==> src/rtl/pipeline_control.sv <==
// rtl/pipeline_control.sv - control decode, control pipeline and hazard unit for the 5-stage core
//
// Decodes the Decode-stage instruction, carries its control bits through the
// E, M and W control registers alongside the datapath, resolves branch/jump in
// Execute and produces stall, flush and forwarding selects.
//
// Build option: PIPECTRL_FWD_EN
//   defined   - forwarding from M/W, stall only on load-use
//   undefined - forwarding disabled (selects tied to 00), stall on any E/M
//               producer match
//
// Ports:
//   clk, reset                       clock, synchronous active-high reset
//   opD, funct3D, funct7b5D          instruction fields in Decode
//   Rs1D, Rs2D                       source registers in Decode
//   Rs1E, Rs2E, RdE, RdM, RdW        register fields of later stages
//   ZeroE                            ALU zero flag
//   ImmSrcD, IllegalD                combinational decode outputs
//   ALUControlE, ALUSrcE, PCSrcE     Execute-stage controls
//   MemWriteM                        Memory-stage write enable
//   RegWriteW, ResultSrcW            Writeback-stage controls
//   StallF, StallD, FlushD, FlushE   hazard controls
//   ForwardAE, ForwardBE             ALU operand forwarding selects
module pipeline_control (
    input  logic       clk,
    input  logic       reset,
    input  logic [6:0] opD,
    input  logic [2:0] funct3D,
    input  logic       funct7b5D,
    input  logic [4:0] Rs1D,
    input  logic [4:0] Rs2D,
    input  logic [4:0] Rs1E,
    input  logic [4:0] Rs2E,
    input  logic [4:0] RdE,
    input  logic [4:0] RdM,
    input  logic [4:0] RdW,
    input  logic       ZeroE,
    output logic [2:0] ImmSrcD,
    output logic [2:0] ALUControlE,
    output logic       ALUSrcE,
    output logic       PCSrcE,
    output logic       MemWriteM,
    output logic       RegWriteW,
    output logic [1:0] ResultSrcW,
    output logic       StallF,
    output logic       StallD,
    output logic       FlushD,
    output logic       FlushE,
    output logic [1:0] ForwardAE,
    output logic [1:0] ForwardBE,
    output logic       IllegalD
);

    localparam logic [6:0] OP_LW   = 7'b0000011;
    localparam logic [6:0] OP_IALU = 7'b0010011;
    localparam logic [6:0] OP_SW   = 7'b0100011;
    localparam logic [6:0] OP_R    = 7'b0110011;
    localparam logic [6:0] OP_BEQ  = 7'b1100011;
    localparam logic [6:0] OP_JAL  = 7'b1101111;

    localparam logic [2:0] ALU_ADD = 3'b000;
    localparam logic [2:0] ALU_SUB = 3'b001;
    localparam logic [2:0] ALU_AND = 3'b010;
    localparam logic [2:0] ALU_OR  = 3'b011;
    localparam logic [2:0] ALU_SLT = 3'b101;

    // alu_op_d: 00 force add, 01 force sub, 10 select by funct3
    logic       reg_write_d, mem_write_d, jump_d, branch_d, alu_src_d;
    logic [1:0] result_src_d, alu_op_d;
    logic [2:0] alu_control_d;

    logic       reg_write_e, mem_write_e, jump_e, branch_e;
    logic [1:0] result_src_e;
    logic       reg_write_m;
    logic [1:0] result_src_m;
    logic       stall;

    always_comb begin
        reg_write_d  = 1'b0;
        mem_write_d  = 1'b0;
        jump_d       = 1'b0;
        branch_d     = 1'b0;
        alu_src_d    = 1'b0;
        result_src_d = 2'b00;
        alu_op_d     = 2'b00;
        ImmSrcD      = 3'b000;
        IllegalD     = 1'b0;
        case (opD)
            OP_LW: begin
                reg_write_d  = 1'b1;
                alu_src_d    = 1'b1;
                result_src_d = 2'b01;
            end
            OP_IALU: begin
                reg_write_d = 1'b1;
                alu_src_d   = 1'b1;
                alu_op_d    = 2'b10;
            end
            OP_SW: begin
                mem_write_d = 1'b1;
                alu_src_d   = 1'b1;
                ImmSrcD     = 3'b001;
            end
            OP_R: begin
                reg_write_d = 1'b1;
                alu_op_d    = 2'b10;
            end
            OP_BEQ: begin
                branch_d = 1'b1;
                alu_op_d = 2'b01;
                ImmSrcD  = 3'b010;
            end
            OP_JAL: begin
                reg_write_d  = 1'b1;
                jump_d       = 1'b1;
                result_src_d = 2'b10;
                ImmSrcD      = 3'b011;
            end
            default: IllegalD = 1'b1;
        endcase
    end

    always_comb begin
        alu_control_d = ALU_ADD;
        case (alu_op_d)
            2'b01: alu_control_d = ALU_SUB;
            2'b10: begin
                case (funct3D)
                    // funct7b5 on an I-ALU is immediate bits, so only R-type may subtract
                    3'b000:  alu_control_d = (opD == OP_R && funct7b5D) ? ALU_SUB : ALU_ADD;
                    3'b010:  alu_control_d = ALU_SLT;
                    3'b110:  alu_control_d = ALU_OR;
                    3'b111:  alu_control_d = ALU_AND;
                    default: alu_control_d = ALU_ADD;
                endcase
            end
            default: alu_control_d = ALU_ADD;
        endcase
    end

    always_ff @(posedge clk) begin
        if (reset || FlushE) begin
            reg_write_e  <= 1'b0;
            result_src_e <= 2'b00;
            mem_write_e  <= 1'b0;
            jump_e       <= 1'b0;
            branch_e     <= 1'b0;
            ALUControlE  <= 3'b000;
            ALUSrcE      <= 1'b0;
        end else begin
            reg_write_e  <= reg_write_d;
            result_src_e <= result_src_d;
            mem_write_e  <= mem_write_d;
            jump_e       <= jump_d;
            branch_e     <= branch_d;
            ALUControlE  <= alu_control_d;
            ALUSrcE      <= alu_src_d;
        end
    end

    always_ff @(posedge clk) begin
        if (reset) begin
            reg_write_m  <= 1'b0;
            result_src_m <= 2'b00;
            MemWriteM    <= 1'b0;
            RegWriteW    <= 1'b0;
            ResultSrcW   <= 2'b00;
        end else begin
            reg_write_m  <= reg_write_e;
            result_src_m <= result_src_e;
            MemWriteM    <= mem_write_e;
            RegWriteW    <= reg_write_m;
            ResultSrcW   <= result_src_m;
        end
    end

    assign PCSrcE = jump_e | (branch_e & ZeroE);

`ifdef PIPECTRL_FWD_EN
    function automatic logic [1:0] fwd_sel(input logic [4:0] rs, input logic [4:0] rd_m,
                                           input logic rw_m, input logic [4:0] rd_w,
                                           input logic rw_w);
        if (rs != 5'd0 && rs == rd_m && rw_m)
            return 2'b10;
        else if (rs != 5'd0 && rs == rd_w && rw_w)
            return 2'b01;
        else
            return 2'b00;
    endfunction

    // Only a load in E cannot be covered by forwarding
    assign stall = (result_src_e == 2'b01) && (RdE != 5'd0) &&
                   ((Rs1D == RdE) || (Rs2D == RdE));

    assign ForwardAE = fwd_sel(Rs1E, RdM, reg_write_m, RdW, RegWriteW);
    assign ForwardBE = fwd_sel(Rs2E, RdM, reg_write_m, RdW, RegWriteW);
`else
    function automatic logic pending(input logic [4:0] rs, input logic [4:0] rd_e,
                                     input logic rw_e, input logic [4:0] rd_m,
                                     input logic rw_m);
        return (rs != 5'd0) && ((rs == rd_e && rw_e) || (rs == rd_m && rw_m));
    endfunction

    // Without forwarding, wait until the producer reaches W; the register
    // file writes before it reads in that cycle, so W needs no stall.
    assign stall = pending(Rs1D, RdE, reg_write_e, RdM, reg_write_m) ||
                   pending(Rs2D, RdE, reg_write_e, RdM, reg_write_m);

    assign ForwardAE = 2'b00;
    assign ForwardBE = 2'b00;

    logic unused_fwd_inputs;
    assign unused_fwd_inputs = ^{Rs1E, Rs2E, RdW};
`endif

    assign StallF = stall;
    assign StallD = stall;
    assign FlushD = PCSrcE;
    assign FlushE = stall | PCSrcE;

endmodule

==> config.mk <==
export PLATFORM = sky130hd
export DESIGN_NAME = pipeline_control
export DESIGN_NICKNAME = d
export VERILOG_FILES = /design/src/rtl/pipeline_control.sv
export SDC_FILE = /design/constraint.sdc
export NUM_CORES = 1
export LEC_CHECK = 0
export ABC_AREA = 0
export BUFFER_PORTS_ARGS = -buffer_cell sky130_fd_sc_hd__clkbuf_2
export CAP_MARGIN = 0
export CORE_MARGIN = 5
export CORE_UTILIZATION = 30
export DETAILED_ROUTE_END_ITERATION = 16
export PLACE_DENSITY = 0.69
export SYNTH_ARGS = -nofsm -noshare
export SYNTH_HDL_FRONTEND = slang
export SYNTH_SLANG_ARGS = --single-unit
==> constraint.sdc <==
create_clock -name clk -period 4.9 [get_ports clk]
set_input_delay 0.245 -clock clk [delete_from_list [all_inputs] [get_ports clk]]
set_output_delay 0.245 -clock clk [all_outputs]
set_load 0.01 [all_outputs]
Yosys cells after proc, flatten, opt, wreduce, memory -nomap -nowiden
Cells that the tools add are included.
{"block": "op_classes", "eq_ne": 15, "mux": 12, "n_bitwise": 3, "reduce_logical": 18}
{"op": "$eq A5 B5 Y1", "n": 4}
{"op": "$eq A7 B6 Y1 const B", "n": 2}
{"op": "$eq A7 B7 Y1 const B", "n": 2}
{"op": "$pmux W3 S4", "n": 1}
{"op": "$reduce_bool A5 Y1", "n": 2}
{"op": "$pmux W2 S2", "n": 2}
{"op": "$eq A7 B2 Y1 const B", "n": 1}
{"op": "$eq A7 B5 Y1 const B", "n": 1}
{"op": "$logic_and A1 B1 Y1", "n": 7}
{"op": "$mux W1", "n": 7}
{"op": "$eq A3 B3 Y1 const B", "n": 2}
{"op": "$pmux W2 S3", "n": 1}
{"op": "$pmux W3 S2", "n": 1}
{"op": "$reduce_or A6 Y1", "n": 1}
{"op": "$logic_or A1 B1 Y1", "n": 4}
{"op": "$reduce_or A4 Y1", "n": 1}
{"op": "$eq A3 B2 Y1 const B", "n": 1}
{"op": "$logic_not A3 Y1", "n": 1}
{"op": "$reduce_or A3 Y1", "n": 1}
{"op": "$eq A2 B1 Y1 const B", "n": 1}
{"op": "$eq A2 B2 Y1 const B", "n": 1}
{"op": "$or A1 B1 Y1", "n": 2}
{"op": "$reduce_or A2 Y1", "n": 1}
{"op": "$and A1 B1 Y1", "n": 1}
{"block": "word_totals", "register_bits": 17, "input_bits": 49, "out_inout_bits": 21, "word_cells": 60}

Logic depth before layout (Yosys ltp)
{"block": "logic_depth", "depth_word": 7, "ltp_mapped": 9, "depth_no_buf": 9}

Least setup slack after synthesis
No wires, ideal clock.
{"block": "synth_timing", "kind": "input -> output", "start": "input port Rs1D[1]", "end": "output port FlushE", "arrival_ns": 1.810, "required_ns": 4.655, "path_slack_ns": 2.845, "cell_stages": 6, "n_path_buf": 1, "path_cell_list": "or4_1 -> nor2_1 -> nor4_1 -> or4_4 -> buf_6 -> nand2b_1"}
{"block": "synth_between", "elab_chain_cells": 6, "elab_cells_between_ends": 9, "classes_between": "2 x eq/ne; 1 x bitwise; 6 x reduce/logical"}
{"element": "start: declaration", "line_no": "30", "rtl": "input logic [4:0] Rs1D,"}
{"element": "$eq A5 B5 Y1", "line_no": "201", "rtl": "return (rs != 5'd0) && ((rs == rd_e && rw_e) || (rs == rd_m && rw_m));"}
{"element": "$logic_and A1 B1 Y1", "line_no": "201"}
{"element": "$logic_or A1 B1 Y1", "line_no": "201"}
{"element": "$logic_and A1 B1 Y1 (*)", "line_no": "201"}
{"element": "$logic_or A1 B1 Y1 (*)", "line_no": "206", "rtl": "assign stall = pending(Rs1D, RdE, reg_write_e, RdM, reg_write_m) ||"}
{"element": "named net StallD", "line_no": "46", "rtl": "output logic StallD,"}
{"element": "$or A1 B1 Y1 (*)", "line_no": "219", "rtl": "assign FlushE = stall | PCSrcE;"}
{"element": "end: declaration", "line_no": "48", "rtl": "output logic FlushE,"}
The timed path passes the listed nets; every way through them passes the cells marked *.

Final worst setup path
{"block": "layout_timing", "start": "input port Rs1D[1]", "end": "output port FlushE"}
{"block": "layout_between", "elab_chain_cells": 6, "elab_cells_between_ends": 9, "classes_between": "2 x eq/ne; 1 x bitwise; 6 x reduce/logical"}
{"element": "$eq A5 B5 Y1", "line_no": "201"}
{"element": "$logic_and A1 B1 Y1", "line_no": "201"}
{"element": "$logic_or A1 B1 Y1", "line_no": "201"}
{"element": "$logic_and A1 B1 Y1 (*)", "line_no": "201"}
{"element": "$logic_or A1 B1 Y1 (*)", "line_no": "206"}
{"element": "$or A1 B1 Y1 (*)", "line_no": "219"}
Mark *: on every way between the ends. The rest lies on a longest branch, timed or not.

==> impl_metrics.py <==
metrics = {
    "status": {
        "status": "finished clean",
    },
    "detailed_routing": {
        "drc_errors": 0,
        "pre_antenna_drt_iters": 2,
        "drtIter0Drc": 29,
        "detail_route.vias_per_cell": 4.28,
        "dr_total_vias": 843,
        "final_antenna_net_count": 0,
        "routed_wirelength_um": 2080,
        "wl_per_cell_um": 10.6,
    },
    "sta": {
        "worstMarginPinSlew_ns": 0.522,
        "max_freq_ghz": 0.430,
        "setup_viol": 0,
        "layout_worst_path_cycle_share_pct": 47.4,
        "timing_max_transition_violations_final": 0,
        "unrepaired_setup_endpoints_after_global_routing": "false",
        "fin_crit_ns": 2.32,
        "finClkSkew_ns": 0.000785,
        "final.setup.tns_ns": 0,
        "slew_headroom_pct": 65.2,
        "final-hold-violation-count": 0,
    },
    "worst_setup_path": {
        "cp_top_family": "simple AND/OR/NAND/NOR gates",
        "crit_fanout": 12,
        "path_buf_inv": 2,
        "cp.arrival_ns": 2.08,
        "timing.critical_path.mode_cell": "clkbuf_2",
        "worst_path_class_setup": "in2out",
        "crit_chain": "clkbuf_2, or4_1, nor2_1, nor4_1, or4_4, nand2b_1, clkbuf_2",
        "worst_setup_path_end_kind": "output port",
        "timing.critical_path.required_ns": 4.66,
        "regToRegSetupSlack_ns": 3.20,
        "timing.critical_path.from_type": "primary input",
        "critical-path-max-stage-delay_ns": 0.65,
        "crit_slowest_cell": "or4_4",
    },
    "clocking": {
        "clock_sinks": 16,
        "postCtsHoldBufs": 0,
        "post-cts-setup-buffers": 0,
        "cts_max_level": 1,
        "cts_buffers": 3,
        "cts_tree": "done",
        "maximum_count_of_clock_buffers_along_a_single_path": 2,
        "clock_tree.root_cell": "clkbuf_4",
        "path_clk_slew_ns": 0.09,
        "post_cts_resized": 0,
        "clkLatencyLatePin_ns": 0.28,
    },
    "yosys": {
        "synthesis.area_sq_um": 966,
        "netlist_instances": 105,
        "synth_top_cells_by_area": "dfxtp_1 (33%), xnor2_1 (11%), xor2_1 (7.3%)",
        "synth_edf_count": 0,
        "synth.distinct_cells": 31,
        "synth_top_cell_by_area": "dfxtp_1",
        "yosysSeqAreaShare_pct": 33.2,
        "postSynth.topFlopCell": "dfxtp_1",
        "postSynthRegisterBits": 16,
        "synth-warning-count": 0,
        "async_flop_share_pct": 0,
        "synth_largest_type_area_fraction_pct": 33.2,
        "synthesis.area_per_instance_sq_um": 9.20,
    },
    "global_routing": {
        "globalRoute.totalOverflow": 0,
        "globalRouteTotalUtil_pct": 9.39,
        "grt_first_pass_wirelength_um": 3280,
        "first_global_vias": 766,
        "grt_antenna_before_repair": 0,
        "pin_count_of_the_biggest_net_entering_global_routing": 13,
    },
    "die": {
        "core.rowCount": 20,
        "floorplan.initialDensity_pct": 31.4,
        "design.die.area_sq_um": 4450,
        "ioPinCount": 70,
        "die_height_um": 66.7,
        "fp.dieW_um": 66.7,
        "core_sq_um": 3080,
    },
    "cells_and_area": {
        "number_of_diodes": 0,
        "fill_cells": 323,
        "most_common_cell_after_layout_fill_and_taps_aside": "clkbuf_2",
        "finish.net_count": 205,
        "most-common-layout-cells": "clkbuf_2 (49), dfxtp_1 (16), xnor2_1 (12)",
        "layout-area-overhead-vs-synth_pct": 29.4,
        "final_layout_size_suffix_gt1_share_pct": 39.9,
    },
    "place": {
        "portBuffers": 49,
        "routabilityCongestion": 0.731,
        "post_dp_hpwl_um": 1790,
    },
    "power": {
        "p_leak_nw": 0.556,
        "power_density_nw_per_um2": 208,
        "ir_worst_vdd_v": 0.0000777,
        "finalPower_uw": 260,
    },
    "run": {
        "drv.max_cap_violation_count": 0,
    },
    "min_path": {
        "class_of_the_tightest_hold_or_removal_check": "in2reg",
    },
}
worst register-to-register path, cell delays in order, from the launching register on:
cell and delay (ns):
dfxtp_1 0.35, nand4_1 0.09, nor4_1 0.05, or4_4 0.63, a2111oi_1 0.44
flip-flops by register name, summed over array words and instances (netlist names):
| signal | count |
|---|---|
| ALUControlE | 3 |
| branch_e | 1 |
| reg_write_e | 1 |
| ALUSrcE | 1 |
| result_src_m | 2 |
| mem_write_e | 1 |
| reg_write_m | 1 |
| RegWriteW | 1 |
| result_src_e | 2 |
| MemWriteM | 1 |
| ResultSrcW | 2 |
where the power goes:
| group | switching [mW] | internal (mW) | total [mW] |
|---|---|---|---|
| Clock | 0.0386 | 0.0452 | 0.0838 |
| Combinational | 0.0234 | 0.0218 | 0.0452 |
| Sequential | 0.000180 | 0.130 | 0.131 |
routing by layer:
layer  vias up  GRT usage, %  routed length (um)
li1        448             -                   -
met1       362          11.9                 949
met2        29          15.2                 959
met3         4          1.52                 144
met4         0          4.57                  26
met5         -             0                   0
final timing paths:
check,start,end,depth (start not counted)
worst min register to register,result_src_e[0]$_SDFF_PP0_,result_src_m[0]$_SDFF_PP0_,1
worst min-delay path,opD[4],ALUSrcE$_SDFF_PP0_,2
worst max register to register,reg_write_m$_SDFF_PP0_,ALUSrcE$_SDFF_PP0_,4
worst max-delay path,Rs1D[1],FlushE,7
synth_stat cells, types with 2 or more instances:
cell / number
dfxtp_1: 16
xnor2_1: 12
xor2_1: 8
buf_4: 7
nor2_1: 7
nor2b_1: 7
nand2_1: 5
nor4_1: 5
nand2b_1: 4
nand4_1: 4
inv_1: 3
nor3_1: 3
or2_2: 3
a21oi_1: 2
ha_1: 2
or4_1: 2
cells by family after synthesis:
| logic type | after synthesis | share of synthesized area (%) |
|---|---|---|
| compound gates | 6 | 4.27 |
| xor+xnor | 20 | 18.1 |
| fa+ha+maj | 2 | 2.59 |
| buf+inv | 12 | 8.16 |
| flops | 16 | 33.2 |
| other cells | 1 | 0.388 |
| simple gates | 48 | 33.3 |
through the flow:
stage / worst slack (ns) / hold WS [ns] / util [%] / instance area [sq um] / cells
2_1_floorplan: 2.84 / 0.317 / - / 981 / 109
3_3_place_gp: 2.59 / 0.417 / 39.4 / 1210 / 193
3_5_place_dp: 2.57 / 0.421 / 39.4 / 1210 / 193
4_1_cts: 2.57 / 0.204 / 40.6 / 1250 / 197
5_1_grt: 2.48 / 0.217 / 40.6 / 1250 / 197
6_report: 2.58 / 0.220 / 40.6 / 1250 / 197
final cells by class:
cell class | count | area [sq um] | share of cell area (%)
sequential | 16 | 320 | 25.6
multi-input combinational | 81 | 582 | 46.5
tap | 44 | 55.1 | 4.40
timing repair buffer | 49 | 245 | 19.6
inverter | 3 | 11.3 | 0.901
clock buffer | 4 | 36.3 | 2.90
Note: power is estimated with default switching activity, not from simulation.
